===== src/rtl/clock_set_ctrl_12hr.sv =====
// Time-setting controller for a 12-hour BCD clock core: walks hour, minute and
// AM/PM fields on button pulses and loads the edited time back into the core.
module clock_set_ctrl_12hr #(
  parameter int TIMEOUT_TICKS = 30
) (
  input  logic       clk,
  input  logic       reset,
  input  logic       tick,
  input  logic       btn_mode,
  input  logic       btn_inc,
  input  logic [7:0] cur_hh,
  input  logic [7:0] cur_mm,
  input  logic       cur_pm,
  output logic       ena,
  output logic       load,
  output logic [7:0] ld_hh,
  output logic [7:0] ld_mm,
  output logic [7:0] ld_ss,
  output logic       ld_pm,
  output logic [1:0] mode,
  output logic       blink
);

  typedef enum logic [1:0] {
    RUN    = 2'd0,
    SET_HH = 2'd1,
    SET_MM = 2'd2,
    SET_PM = 2'd3
  } state_t;

  localparam int CW = (TIMEOUT_TICKS < 2) ? 1 : $clog2(TIMEOUT_TICKS + 1);

  state_t          state, state_nx;
  logic [7:0]      hh, hh_nx;
  logic [7:0]      mm, mm_nx;
  logic            pm, pm_nx;
  logic [CW-1:0]   cnt, cnt_nx;
  logic            blink_r, blink_nx;
  logic            load_r, load_nx;

  // Hours outside the legal 01..12 BCD range recover to 01.
  function automatic logic [7:0] hour_step(input logic [7:0] h);
    logic valid;
    valid = (h == 8'h10) || (h == 8'h11) || (h == 8'h12) ||
            ((h[7:4] == 4'd0) && (h[3:0] != 4'd0) && (h[3:0] <= 4'd9));
    if (!valid || h == 8'h12) return 8'h01;
    if (h == 8'h09)           return 8'h10;
    return h + 8'h01;
  endfunction

  function automatic logic [7:0] min_step(input logic [7:0] m);
    if (m[3:0] >= 4'd9) begin
      if (m[7:4] >= 4'd5) return 8'h00;
      return {m[7:4] + 4'd1, 4'd0};
    end
    return m + 8'h01;
  endfunction

  // NOTE: every variable gets a default before the case so no path leaves one
  // unassigned; otherwise synthesis infers a latch to hold the old value.
  always_comb begin
    state_nx = state;
    hh_nx    = hh;
    mm_nx    = mm;
    pm_nx    = pm;
    cnt_nx   = cnt;
    blink_nx = blink_r;
    load_nx  = 1'b0;

    if (state == RUN) begin
      cnt_nx   = '0;
      blink_nx = 1'b0;
      if (btn_mode) begin
        state_nx = SET_HH;
        hh_nx    = cur_hh;
        mm_nx    = cur_mm;
        pm_nx    = cur_pm;
        blink_nx = 1'b1;
      end
    end else if (btn_mode) begin
      cnt_nx = '0;
      if (state == SET_PM) begin
        state_nx = RUN;
        load_nx  = 1'b1;
        blink_nx = 1'b0;
      end else begin
        state_nx = state_t'(state + 2'd1);
        blink_nx = 1'b1;
      end
    end else begin
      if (btn_inc) begin
        cnt_nx = '0;
        unique case (state)
          SET_HH:  hh_nx = hour_step(hh);
          SET_MM:  mm_nx = min_step(mm);
          default: pm_nx = ~pm;
        endcase
      end else if (tick) begin
        cnt_nx = cnt + CW'(1);
      end
      // Abandon set mode without loading once the idle count is exhausted.
      if (tick) begin
        if (!btn_inc && cnt == CW'(TIMEOUT_TICKS - 1)) begin
          state_nx = RUN;
          blink_nx = 1'b0;
        end else begin
          blink_nx = ~blink_r;
        end
      end
    end
  end

  // NOTE: sequential state uses non-blocking assignments so every register
  // samples the pre-edge values regardless of statement order.
  always_ff @(posedge clk) begin
    if (reset) begin
      state   <= RUN;
      hh      <= 8'h12;
      mm      <= 8'h00;
      pm      <= 1'b0;
      cnt     <= '0;
      blink_r <= 1'b0;
      load_r  <= 1'b0;
    end else begin
      state   <= state_nx;
      hh      <= hh_nx;
      mm      <= mm_nx;
      pm      <= pm_nx;
      cnt     <= cnt_nx;
      blink_r <= blink_nx;
      load_r  <= load_nx;
    end
  end

  assign ena   = (state == RUN) && !load_r && tick && !reset;
  assign load  = load_r;
  assign ld_hh = hh;
  assign ld_mm = mm;
  assign ld_ss = 8'h00;
  assign ld_pm = pm;
  assign mode  = state;
  assign blink = blink_r;

endmodule


===== config.mk =====
export PLATFORM = sky130hd
export DESIGN_NAME = clock_set_ctrl_12hr
export DESIGN_NICKNAME = d
export VERILOG_FILES = /design/src/rtl/clock_set_ctrl_12hr.sv
export SDC_FILE = /design/constraint.sdc
export NUM_CORES = 1
export LEC_CHECK = 0
export BUFFER_PORTS_ARGS = -buffer_cell sky130_fd_sc_hd__buf_2
export CAP_MARGIN = 20
export CORE_ASPECT_RATIO = 0.9
export CORE_MARGIN = 3
export CORE_UTILIZATION = 48
export DETAILED_ROUTE_END_ITERATION = 16
export GPL_TIMING_DRIVEN = 0
export PLACE_DENSITY_LB_ADDON = 0.15
export SYNTH_ARGS = -nofsm -noshare
export SYNTH_HDL_FRONTEND = slang
export SYNTH_SLANG_ARGS = --single-unit

===== constraint.sdc =====
create_clock -name clk -period 2.5 [get_ports clk]
set_clock_uncertainty 0.15 [all_clocks]
set_input_delay 0.375 -clock clk [delete_from_list [all_inputs] [get_ports clk]]
set_output_delay 0.375 -clock clk [all_outputs]
set_load 0.01 [all_outputs]

* After elaboration in Yosys (flattened, before gate mapping)
Cells that the tools add are included.
** Word-level totals
- Flip-flop bits (word level) :: 26
- Input port bits :: 22
- Output and inout bits :: 30
- Logic and storage cells :: 117
** Operators by class
- Add/sub/neg operators :: 5
- $lt $le $gt $ge :: 3
- Equality and inequality tests :: 11
- Multiplexer cells :: 58
- Bitwise gates (word level) :: 3
- Reductions and logical operators :: 30
** Operators with widths (number)
- $mux 8 :: 18
- $mux 1 :: 34
- $eq 8x5->1 const B :: 3
- $add 8x1->8 const B :: 2
- $mux 2 :: 6
- $reduce_and 4->1 :: 3
- $reduce_bool 2->1 :: 5
- $eq 8x4->1 const B :: 1
- $logic_and 1x1->1 :: 6
- $add 5x1->5 const B :: 1
- $eq 5x5->1 const B :: 1
- $add 4x1->4 const B :: 1
- $eq 2x2->1 const B :: 2
- $ge 4x3->1 const B :: 1
- $ge 4x4->1 const B :: 1
- $le 4x4->1 const B :: 1
- $logic_not 1->1 :: 4
- $logic_not 4->1 :: 1
- $logic_or 1x1->1 :: 4
- $ne 2x1->1 const B :: 2
- $reduce_bool 4->1 :: 1
- $reduce_or 4->1 :: 1
- $not 1->1 :: 3
- $reduce_and 3->1 :: 1
- other kinds (7) :: 7

* Depth between registers and ports, before layout
- Word-level depth :: 22
- Gate-level depth with buffers :: 9
- Depth with buffers taken out :: 7

* Worst setup path before layout
Ideal clock, no wire load.
- Path type :: register to register
- Start point :: reg state[0] (netlist: mode[0])
- End point :: reg hh[2] (netlist: ld_hh[2])
- Setup time :: 0.134 ns
- Arrival time :: 1.786 ns
- Data required time :: 2.216 ns
- Path slack :: 0.431 ns
- Stages on the path, launching flop included :: 10
- Buffers on the path :: 2
- Period minus slack after synthesis :: 2.069 ns
- Cell sequence :: dfxtp_1 > inv_1 > ha_1 > buf_2 > and2_0 > clkbuf_1 > a31oi_1 > nor2_1 > o21ai_0 > o22ai_1
** On the way
- Word-level cells in the longest chain between the ends :: 3
- Elaborated cells between the ends (all ways) :: 7
- Those cells by class :: eq/ne: 3; mux: 1; reduce/logical: 3
** RTL lines
- start: declaration :: line 33 : state_t state, state_nx;
- start signal: assignment :: line 125 : state <= state_nx;
- $logic_not 2->1 or $eq 2x1->1 (tied branches) :: line 70, 93
- $ne 2x1->1 (no line) (tied with other cells)
- $reduce_and 4->1 (no line)
- end signal: assignment :: line 126 : hh <= hh_nx;
- end: declaration :: line 34 : logic [7:0] hh, hh_nx;
Several ways; a longest one is shown, not always the timed one.
A chain may end at the register's enable or synchronous reset.

* Final worst setup path
Ends and elaborated chain as after synthesis.

==> out/metrics.cfg <==
[hold_path]
min-delay-start = cur_hh[4]
min_delay_path_depth = 3
min_path_type = in -> reg
hold_path_end = ld_hh[4]

[timing]
rsz0062_at_grt = false
setup_viol = 0
period_share_pct = 90.3
clock.fmax_mhz = 443
period_needed_ns = 2.26
final_max_slew_viol_count = 0
tightest_slew_ns = 0.535
finalHoldViolations = 0
slew_headroom_pct = 64.3
tns_ns = 0

[clock_network]
hold_buffers = 0
clock_path_buffers = 2
cts_root_buf = clkbuf_8
cts_setup_buffers = 0
clkLatencyLatePin_ns = 0.27
cts_tree = built
h-tree-depth = 1
cts_sinks = 26
path_clk_slew_ns = 0.09
cts_buffers = 3

[final_layout]
num_antenna_cells = 0
fillers = 328
area_growth_syn_to_layout_pct = 20.9
stdcell_area_um2 = 2040
drive_above_1_share_pct = 25.7
nets = 301

[drt]
antenna_left = 0
wl_per_cell_um = 12.9
drt_first_pass_iters = 4
vias_per_cell = 5.47
wirelength_um = 3900
drc = 0
dr_total_vias = 1657
initialDrtViolationCount = 156

[job]
max_cap_violations = 0

[status]
outcome = complete, no violations

[synth]
synth_area_leaders = dfxtp_1 (31%), ha_1 (13%), a21oi_1 (5.6%)
syn_inst = 208
synth_seq_cells = 26
yosys.area.top_type = dfxtp_1
synth_top_area_share_pct = 30.8
synthArstFlopShare_pct = 0
yosys_warnings = 0
synth-seq-area-share_pct = 30.8
syn_area_per_cell_um2 = 8.11
yosysUniqueCellTypes = 47
synth-main-ff-cell = dfxtp_1
synth_edf_count = 0
synth_area_um2 = 1690

[floorplanning]
start_util_pct = 52.6
row_count = 19
pin_count = 52
dieArea_um2 = 4260
die_h_um = 62.3
core_area_um2 = 3210
die_w_um = 68.5

[global_routing]
antenna_found_initial = 0
grt_pass1_wl_um = 6380
grt_use_total_pct = 18.5
overflow = 0
grt_pass1_vias = 1420
grt_max_degree = 15

[power]
power_density_nw_per_um2 = 489
peakVddDrop_mv = 0.397
p_leak_nw = 0.925

[placement]
port_buffers = 42
dp_hpwl_um = 2950
routabilityCongestion = 0.907
dpl_cell_area_um2 = 1980

[critical_path]
end_kind = flop
crit_chain = inv_1 > ha_1 > buf_2 > and2_0 > clkbuf_1 > a31oi_2 > nor2_1 > o21ai_0 > o22ai_1
r2r_cells = 9
critPathKind = reg -> reg
cp.required_ns = 2.48
max_stage_delay_ns = 0.43
crit_path_start_kind = flop
crit_slowest_cell = dfxtp_1
timing.rr.start = mode[0]
cp.arrival_ns = 2.24
reg2reg_slack_ns = 0.24
path_max_fanout = 10
rr_endpoint = ld_hh[2]

-- synth_stat cells, types with 5 or more instances --
master    count
nand2_1      20
o21ai_0       9
a21oi_1      19
buf_4         9
inv_1        14
ha_1         17
dfxtp_1      26
nor2_1       20
a211oi_1      5
a31oi_1       6
clkbuf_1      7
nand3_1       6
-- registers in the layout (all words and copies together), names as in the netlist --
register	flops
blink	1
load	1
ld_hh	8
cnt	5
ld_mm	8
mode	2
ld_pm	1
-- layout by cell type, fill, tap and decap left out, types with 8 or more instances in the layout --
cell,netlist,final
buf_4,9,9
a21oi_1,19,19
inv_1,14,14
ha_1,17,17
buf_2,1,43
nand2_1,20,20
dfxtp_1,26,26
o21ai_0,9,9
nor2_1,20,20
conb_1,1,8
-- power by group --
group	total, W	switching (W)	internal, W
sequential	0.000471	0.0000319	0.000439
clock	0.000274	0.000134	0.000141
combinational	0.000252	0.000145	0.000107
total	0.000998	0.000311	0.000687
-- worst max-delay path: cells and delay by family, from the launching register on --
kind	cells	cell delay, ns
adders and majority gates	1	0.21
AOI/OAI and AO/OA	3	0.66
DFF	1	0.43
and+or+nand+nor	2	0.22
buffers and inverters	3	0.45
-- final cells by class --
type	instances	area, µm²	area share (%)
Sequential cell	26	520	25.5
Clock buffer	4	55.1	2.70
Multi-Input combinational cell	157	1040	51.2
Inverter	14	52.6	2.58
Tap cell	42	52.6	2.58
Buffer	18	105	5.15
Timing Repair Buffer	42	210	10.3
-- through the flow --
stage                     total power, W  hold WS, ns  instances  setup WS (ns)  util (%)
after floorplan                 0.000645        0.329        215          0.431         -
after global placement          0.000723        0.347        299          0.143      61.6
after detailed placement        0.000727        0.361        299          0.124      61.6
after CTS                        0.00100        0.191        303         0.0988      63.3
after global routing             0.00106        0.199        303         0.0483      63.6
final                           0.000998        0.205        303          0.243      63.6
-- worst max-delay path by stage --
stage / endpoint / from / slack [ns] / depth (start not counted)
after global routing: ld_hh[2] / mode[0] / 0.05 / 9
after floorplan: ld_hh[2] / mode[0] / 0.43 / 9
after CTS: ena / mode[0] / 0.1 / 7
after global placement: ld_hh[2] / mode[0] / 0.14 / 9
final: ld_hh[2] / mode[0] / 0.24 / 9
after detailed placement: ld_hh[2] / mode[0] / 0.12 / 9
-- kinds of logic after synthesis --
kind of cell               share of synthesized area (%)
DFF                                                 30.8
AOI/OAI and AO/OA                                   21.4
xor gates and xnor gates                            2.59
and+or+nand+nor                                     21.4
buffers and inverters                               9.19
muxes                                               1.78
other                                              0.222
adders and majority gates                           12.6
-- layer usage --
metal / part of all wire (%) / track usage (%) / vias up
li1: - / - / 834
met1: 49 / 27.6 / 760
met2: 43 / 27.7 / 59
met3: 7.6 / 3.78 / 4
met4: 0.59 / 2.48 / 0
met5: 0 / 0 / -
-- repair_timing --
| action | in CTS | in global routing |
|---|---|---|
| gates resized for setup | 0 | 4 |
| setup endpoints to repair | 0 | 5 |
| hold endpoints to repair | 0 | 0 |
No activity file was read; power rests on OpenSTA's default activity.
